===== src/rtl/key_pkg.sv =====
// rtl/key_pkg.sv - shared defaults and counter sizing for the key event unit
package key_pkg;

  localparam int DEB_CYCLES_DEF = 270_000;
  localparam int REP_DELAY_DEF  = 13_500_000;
  localparam int REP_PERIOD_DEF = 5_400_000;

  // Bits needed for a counter that must hold values 0..max_val.
  function automatic int cnt_w(input int max_val);
    return $clog2(max_val + 1);
  endfunction

endpackage


===== src/rtl/key_debounce.sv =====
// rtl/key_debounce.sv - one key: synchroniser, debounce, press and repeat pulses
// Auto-repeat is built only when KEY_AUTOREPEAT_EN is defined.
module key_debounce
  import key_pkg::*;
#(
  parameter int DEB_CYCLES = DEB_CYCLES_DEF,
  parameter int REP_DELAY  = REP_DELAY_DEF,
  parameter int REP_PERIOD = REP_PERIOD_DEF
) (
  input  logic iclk,
  input  logic irst,
  input  logic key_in,
  output logic level,
  output logic press
);

  localparam int DW = cnt_w(DEB_CYCLES);

  logic          sync1;
  logic          s;
  logic [DW-1:0] dc;
  logic          toggle;
  logic          rise;
  logic          rep;

  assign toggle = (s != level) && (dc == DW'(DEB_CYCLES - 1));
  assign rise   = toggle & ~level;

  always_ff @(posedge iclk or negedge irst) begin
    if (!irst) begin
      sync1 <= 1'b0;
      s     <= 1'b0;
      dc    <= '0;
      level <= 1'b0;
    end else begin
      sync1 <= key_in;
      s     <= sync1;
      if (s == level) begin
        dc <= '0;
      end else if (toggle) begin
        level <= ~level;
        dc    <= '0;
      end else begin
        dc <= dc + 1'b1;
      end
    end
  end

`ifdef KEY_AUTOREPEAT_EN
  localparam int RMAX = (REP_DELAY > REP_PERIOD) ? REP_DELAY : REP_PERIOD;
  localparam int RW   = cnt_w(RMAX);

  logic [RW-1:0] rc;
  logic [RW-1:0] rc_term;
  logic          rep_phase;
  logic          fall;

  assign fall    = toggle & level;
  // The first interval runs to REP_DELAY, every later one to REP_PERIOD.
  assign rc_term = rep_phase ? RW'(REP_PERIOD - 1) : RW'(REP_DELAY - 1);
  assign rep     = level & ~fall & (rc == rc_term);

  always_ff @(posedge iclk or negedge irst) begin
    if (!irst) begin
      rc        <= '0;
      rep_phase <= 1'b0;
    end else if (!level || fall) begin
      rc        <= '0;
      rep_phase <= 1'b0;
    end else if (rc == rc_term) begin
      rc        <= '0;
      rep_phase <= 1'b1;
    end else begin
      rc <= rc + 1'b1;
    end
  end
`else
  logic unused_rep_cfg;
  assign unused_rep_cfg = ^{32'(REP_DELAY), 32'(REP_PERIOD)};
  assign rep            = 1'b0;
`endif

  assign press = rise | rep;

endmodule


===== src/rtl/key_event_unit.sv =====
// rtl/key_event_unit.sv - debounced keys to a held valid/ack event register
// Optional auto-repeat per key via KEY_AUTOREPEAT_EN.
module key_event_unit
  import key_pkg::*;
#(
  parameter int W_KEY          = 5,
  parameter int DEB_CYCLES     = DEB_CYCLES_DEF,
  parameter int REP_DELAY      = REP_DELAY_DEF,
  parameter int REP_PERIOD     = REP_PERIOD_DEF,
  parameter int KEY_ACTIVE_LOW = 1
) (
  input  logic             iclk,
  input  logic             irst,
  input  logic [W_KEY-1:0] key_raw,
  output logic [W_KEY-1:0] key_level,
  output logic [W_KEY-1:0] key_evt,
  output logic             evt_valid,
  input  logic             evt_ack,
  output logic             evt_overrun
);

  logic [W_KEY-1:0] press;
  logic [W_KEY-1:0] kept;
  logic [W_KEY-1:0] evt_next;
  logic             ack_taken;

  assign ack_taken = evt_valid & evt_ack;
  assign kept      = key_evt & ~{W_KEY{ack_taken}};
  assign evt_next  = kept | press;

  for (genvar i = 0; i < W_KEY; i++) begin : g_key
    logic key_in;
    assign key_in = (KEY_ACTIVE_LOW != 0) ? ~key_raw[i] : key_raw[i];

    key_debounce #(
      .DEB_CYCLES (DEB_CYCLES),
      .REP_DELAY  (REP_DELAY),
      .REP_PERIOD (REP_PERIOD)
    ) u_deb (
      .iclk   (iclk),
      .irst   (irst),
      .key_in (key_in),
      .level  (key_level[i]),
      .press  (press[i])
    );
  end

  always_ff @(posedge iclk or negedge irst) begin
    if (!irst) begin
      key_evt     <= '0;
      evt_valid   <= 1'b0;
      evt_overrun <= 1'b0;
    end else begin
      key_evt   <= evt_next;
      evt_valid <= |evt_next;
      // A press landing on a bit that survives this cycle means one was lost.
      if (|(press & kept)) begin
        evt_overrun <= 1'b1;
      end
    end
  end

endmodule


===== config.mk =====
export PLATFORM = sky130hd
export DESIGN_NAME = key_event_unit
export DESIGN_NICKNAME = d
export VERILOG_FILES = /design/src/rtl/key_pkg.sv /design/src/rtl/key_debounce.sv /design/src/rtl/key_event_unit.sv
export SDC_FILE = /design/constraint.sdc
export NUM_CORES = 1
export LEC_CHECK = 0
export CAP_MARGIN = 15
export CORE_ASPECT_RATIO = 0.7
export CORE_MARGIN = 2
export CORE_UTILIZATION = 56
export DETAILED_ROUTE_END_ITERATION = 8
export PLACE_DENSITY_LB_ADDON = 0.3
export SLEW_MARGIN = 20
export SYNTH_ARGS = -nofsm -noshare
export SYNTH_HDL_FRONTEND = slang
export SYNTH_HIERARCHICAL = 1
export SYNTH_SLANG_ARGS = --single-unit

===== constraint.sdc =====
create_clock -name iclk -period 2.6 [get_ports iclk]
set_input_delay 0.52 -clock iclk [delete_from_list [all_inputs] [get_ports iclk]]
set_output_delay 0.52 -clock iclk [all_outputs]
set_load 0.02 [all_outputs]

---- After elaboration in Yosys (flattened, before gate mapping) ----
Index checks and enable logic that the tools add are counted.
word-level totals
  bits of input ports ..................... 8
  register bits ........................... 117
  logic and storage cells ................. 90
operators by class
  multiplexer cells ....................... 10
  reductions and logical operators ........ 12
  equal/unequal tests ..................... 15
  bitwise logic cells ..................... 25
  add/sub/neg operators ................... 5
operators with widths
  kind                     number
  $mux W19                 10
  $add A19 B1 Y19 const B  5
  $eq A19 B19 Y1 const B   5
  $not A1 Y1               15
  $and A5 B5 Y5            2
  $reduce_and A2 Y1        5
  $reduce_or A5 Y1         2
  $and A1 B1 Y1            6
  $eq A1 B1 Y1             5
  $logic_and A1 B1 Y1      5
  $ne A1 B1 Y1             5
  $not A5 Y5               1
  $or A5 B5 Y5             1

---- Longest topological paths before layout ----
  depth after elaboration ................. 5
  depth in mapped cells ................... 7

---- Cells and area by module ----
Netlist, hierarchy kept.
modules (own cells, without submodules)
  module          seq. area each (sq um)  cells each  times used  area each (sq um)
  key_debounce    550.5                   106         5           1136.1
  key_event_unit  175.2                   27          1           290.3

---- Worst setup path before layout ----
OpenSTA, ideal clock, no wires.
  kind .................................... reg2reg
  start point ............................. reg g_key[3].u_deb.dc[0]
  end point ............................... reg evt_overrun
  setup slack ............................. 0.804 ns
  data arrival time ....................... 1.719 ns
  stages on the path, launching flop included .. 8
  setup time .............................. 0.077 ns
  period minus slack after synthesis ...... 1.796 ns
  path buffers ............................ 0
  path through ............................ dfrtp_1 -> ha_1 -> nand4_4 -> nor3_1 -> nand4_1 -> nor3b_1 -> a222oi_1 -> a21oi_1
between the ends
  longest elaborated chain between the ends .. 5
RTL lines
  item                    RTL line              source
  start, declared         key_debounce.sv:21    logic [DW-1:0] dc;
  start signal, assigned  key_debounce.sv:44    dc <= dc + 1'b1;
  $eq A19 B19 Y1          key_debounce.sv:26    assign toggle = (s != level) && (dc == DW'(DEB_CYCLES - 1));
  $logic_and A1 B1 Y1     key_debounce.sv:26
  $and A1 B1 Y1           key_debounce.sv:27    assign rise = toggle & ~level;
  net press[3]            key_event_unit.sv:22  logic [W_KEY-1:0] press;
  $and A5 B5 Y5           key_event_unit.sv:57  if (|(press & kept)) begin
  $reduce_or A5 Y1        key_event_unit.sv:57
  end signal, assigned    key_event_unit.sv:52  evt_overrun <= 1'b0;
  end signal, assigned    key_event_unit.sv:58  evt_overrun <= 1'b1;
  end, declared           key_event_unit.sv:19  output logic evt_overrun
The timed path passes the listed nets, and every way through them passes these cells.
A chain may end at the register's enable or synchronous reset.

---- Worst setup path after layout ----
  start point ............................. reg g_key[1].u_deb.dc[0]
  end point ............................... reg evt_overrun
between the ends
  longest elaborated chain between the ends .. 5
RTL lines
  item                    RTL line
  start, declared         key_debounce.sv:21
  start signal, assigned  key_debounce.sv:44
  $eq A19 B19 Y1          key_debounce.sv:26
  $logic_and A1 B1 Y1     key_debounce.sv:26
  $and A1 B1 Y1           key_debounce.sv:27
  net press[1]            key_event_unit.sv:22
  $and A5 B5 Y5           key_event_unit.sv:57
  $reduce_or A5 Y1        key_event_unit.sv:57
The timed path passes the listed nets, and every way through them passes these cells.

==> results.tsv <==
stage	metric	value	unit
timing	hold_slack	87.46	ps
die	core-area	0.01036	mm²
setup_path	r2r-start	g_key[1].u_deb/dc[0]	
clock_tree	numClockSinks	117	
clock_tree	clk_pin_slew	60	ps
die	num_rows	31	
layout	regArea	0.002928	mm²
clock_tree	cts.root.buffer_cell	clkbuf_16	
setup_path	cpMaxStageDelayCell	nor3b_1	
outcome	status	finished clean	
synthesis	synth_fp_nets	570	
layout	layout_commonest_cell	dfrtp_1	
synthesis	synth_cell_types	31	
placed_design	place_area	0.006302	mm²
timing	hold_viol	0	
layout	layout_common_cells	117 x dfrtp_1, 97 x nor2_1, 51 x nand3_1	
job	maxCapViolCount	0	
synthesis	postSynthCellCount	557	
clock_tree	tritoncts	yes	
drt	drc	0	
placed_design	hpwl	8132	µm
timing	rsz0062_at_grt	false	
global_routing	grt_pass1_wl	20570	µm
die	die-area	0.01152	mm²
drt	avgRoutedWirePerCell	16.14	µm
layout	multi_input_area	0.002968	mm²
clock_tree	cts-buffers-inserted	17	
die	die_height	90.39	µm
drt	dr_total_vias	4433	
timing	finalSetupViolCount	0	
clock_tree	ctsHoldBuffers	0	
setup_path	endpoint_kind	register	
clock_tree	cts.htree.levels	4	
clock_tree	cts-resized-gates	0	
setup_path	worstPathArrival	2510	ps
clock_tree	post_cts_buffers	0	
timing	worstMarginPinSlew	779.4	ps
setup_path	critPathMaxStageDelay	450	ps
global_routing	grt.overflow.total	0	
synthesis	synthArstFlopShare	100.0	%
power_and_ir_drop	power	4.420	mW
synthesis	synth-compound-area-share	5.427	%
placed_design	port_buffers	19	
layout	diodes	0	
synthesis	synth_ff_type	dfrtp_1	
power_and_ir_drop	vdd.ir_drop.worst	559.7	µV
synthesis	synth_edf_count	0	
drt	ant_nets	0	
clock_tree	clock_latency	410	ps
layout	fillers	782	
timing	post-route-period-util	83.73	%
global_routing	track_usage	22.67	%
placed_design	gp_congestion	0.8786	
power_and_ir_drop	powerDensity	638.4	mW/mm²
layout	fin_cells	738	
clock_tree	cts_buffer_depth	2	
timing	tns	0	ps
setup_path	startpoint_type	register	
synthesis	yosys.area_share.simple	31.29	%
drt	firstDrtPassIters	5	
synthesis	ys_ff_latch	117	
setup_path	r2r_slack	420	ps
drt	wl	11910	µm
synthesis	synth_area_leaders	dfrtp_1 49%, nor2_1 6.1%, xor2_1 5.9%	
die	dieWidth	127.4	µm
setup_path	r2r-end	evt_overrun	
global_routing	grt_max_degree	43	
timing	fmaxAchievable	459.4	MHz
timing	timing.final.crit_period	2177	ps
global_routing	grt_pass1_vias	4166	
synthesis	synth-warning-count	6	
timing	skew	10.90	ps
layout	num-nets-final	606	
min_path	hp-class	in2async	
timing	slew_viol_final	0	
synthesis	yosysTopAreaCell	dfrtp_1	
drt	drtIter0Drc	362	
layout	finish.instance_area	0.006924	mm²
synthesis	avgSynthCellArea	10.72	µm²
synthesis	synth_xor_area_share	11.00	%
setup_path	worstPathRequired	2930	ps
setup_path	cp_max_fo	5	
power_and_ir_drop	power.leakage	2.889	nW
drt	viasPerCell	6.007	
synthesis	netlist_area	0.005971	mm²
die	initial_core_util	57.65	%
synthesis	synth_top_family_by_area	simple AND/OR/NAND/NOR gates	
setup_path	crit_type	reg2reg	
synthesis	synth_mux_area_share	0.9430	%
placed_design	dp_cells	706	
timing	relSlewSlack	48.04	%
setup_path	reg2reg_depth	7	
synthesis	yosysSeqAreaShare	49.04	%
die	io_pins	20	
synthesis	synth_top_area_share	49.04	%
setup_path	path_cells	ha_1, nand4_4, nor3_1, nand4_1, nor3b_1, a221oi_1, a21oi_1	
global_routing	antenna_found_initial	0	
layout	area_growth	15.97	%
synthesis	synth_fa_ha_area_share	1.048	%
layout	drive_above_1_share	12.38	%
[critical path: cells and delay by family (launching register included)]
| family | cells | cell delay, ps |
|---|---|---|
| AO/OA/AOI/OAI | 2 | 330 |
| adder cells (fa/ha/maj) | 1 | 310 |
| flip-flops | 1 | 420 |
| AND/OR/NAND/NOR | 4 | 1030 |
[power breakdown]
part           internal [mW]  leakage (nW)  total, mW  switching [mW]
Sequential              1.85          1.59       1.88          0.0347
Clock                   1.63         0.302       2.42           0.788
Combinational         0.0399         0.992      0.120          0.0801
[layout make-up]
type                            instances  share of cell area, %
Tap cell                              132                  2.385
Timing Repair Buffer                   22                  3.216
Clock inverter                          8                  1.735
Multi-Input combinational cell        430                  42.86
Inverter                                5                 0.2711
Clock buffer                           24                  7.246
Sequential cell                       117                  42.28
[cell usage after synthesis, types with 4 or more instances]
cell type	instances
o31ai_4	5
nand2_1	26
ha_1	5
nor2_1	97
and4_1	10
nor3b_1	5
nand4_1	35
o21ai_0	15
and3_1	5
mux2_2	5
a21o_1	4
nor4b_4	5
and4_4	10
nand4_4	10
nor4_1	15
xor2_1	40
inv_1	5
or3_1	15
nor3_1	6
dfrtp_1	117
a21oi_1	16
and2_1	5
nor4b_2	5
nand3_1	51
xnor2_1	35
buf_6	5
[worst max path at each step]
stage	startpoint	depth (start not counted)	end
after floorplan	g_key[3].u_deb/dc[0]	7	evt_overrun
after global placement	g_key[1].u_deb/dc[0]	7	evt_overrun
after detailed placement	g_key[1].u_deb/dc[0]	7	evt_overrun
after CTS	g_key[1].u_deb/dc[0]	7	evt_overrun
after global routing	g_key[1].u_deb/dc[0]	7	evt_overrun
final	g_key[1].u_deb/dc[0]	7	evt_overrun
[layer usage]
metal,up-vias,track usage (%),share of wire (%)
met4,0,8.883,2.0
li1,2108,-,-
met3,20,7.109,4.0
met2,86,31.77,45
met1,2219,32.79,49
met5,-,0,0
[sequential cells by signal, summed over array words and instances, names as in the netlist]
signal / cells
evt_valid: 1
g_key.u_deb/sync1: 5
g_key.u_deb/level: 5
evt_overrun: 1
key_evt: 5
g_key.u_deb/s: 5
g_key.u_deb/dc: 95
[metrics by stage]
stage | utilization, % | worst slack, ps
final | 66.86 | 423.1
after detailed placement | 60.86 | 436.5
after global placement | 60.86 | 557.2
after global routing | 66.86 | 135.2
after floorplan | - | 803.6
after CTS | 66.86 | 417.0
[cell families (layout without fill, tap and decap cells)]
group / count (synthesis) / after routing
mux: 5 / 5
xor+xnor: 75 / 75
simple gates: 301 / 301
compound gates: 44 / 44
flops: 117 / 117
buf+inv: 10 / 59
fa+ha+maj: 5 / 5
Note: power is estimated with default switching activity, not from simulation.
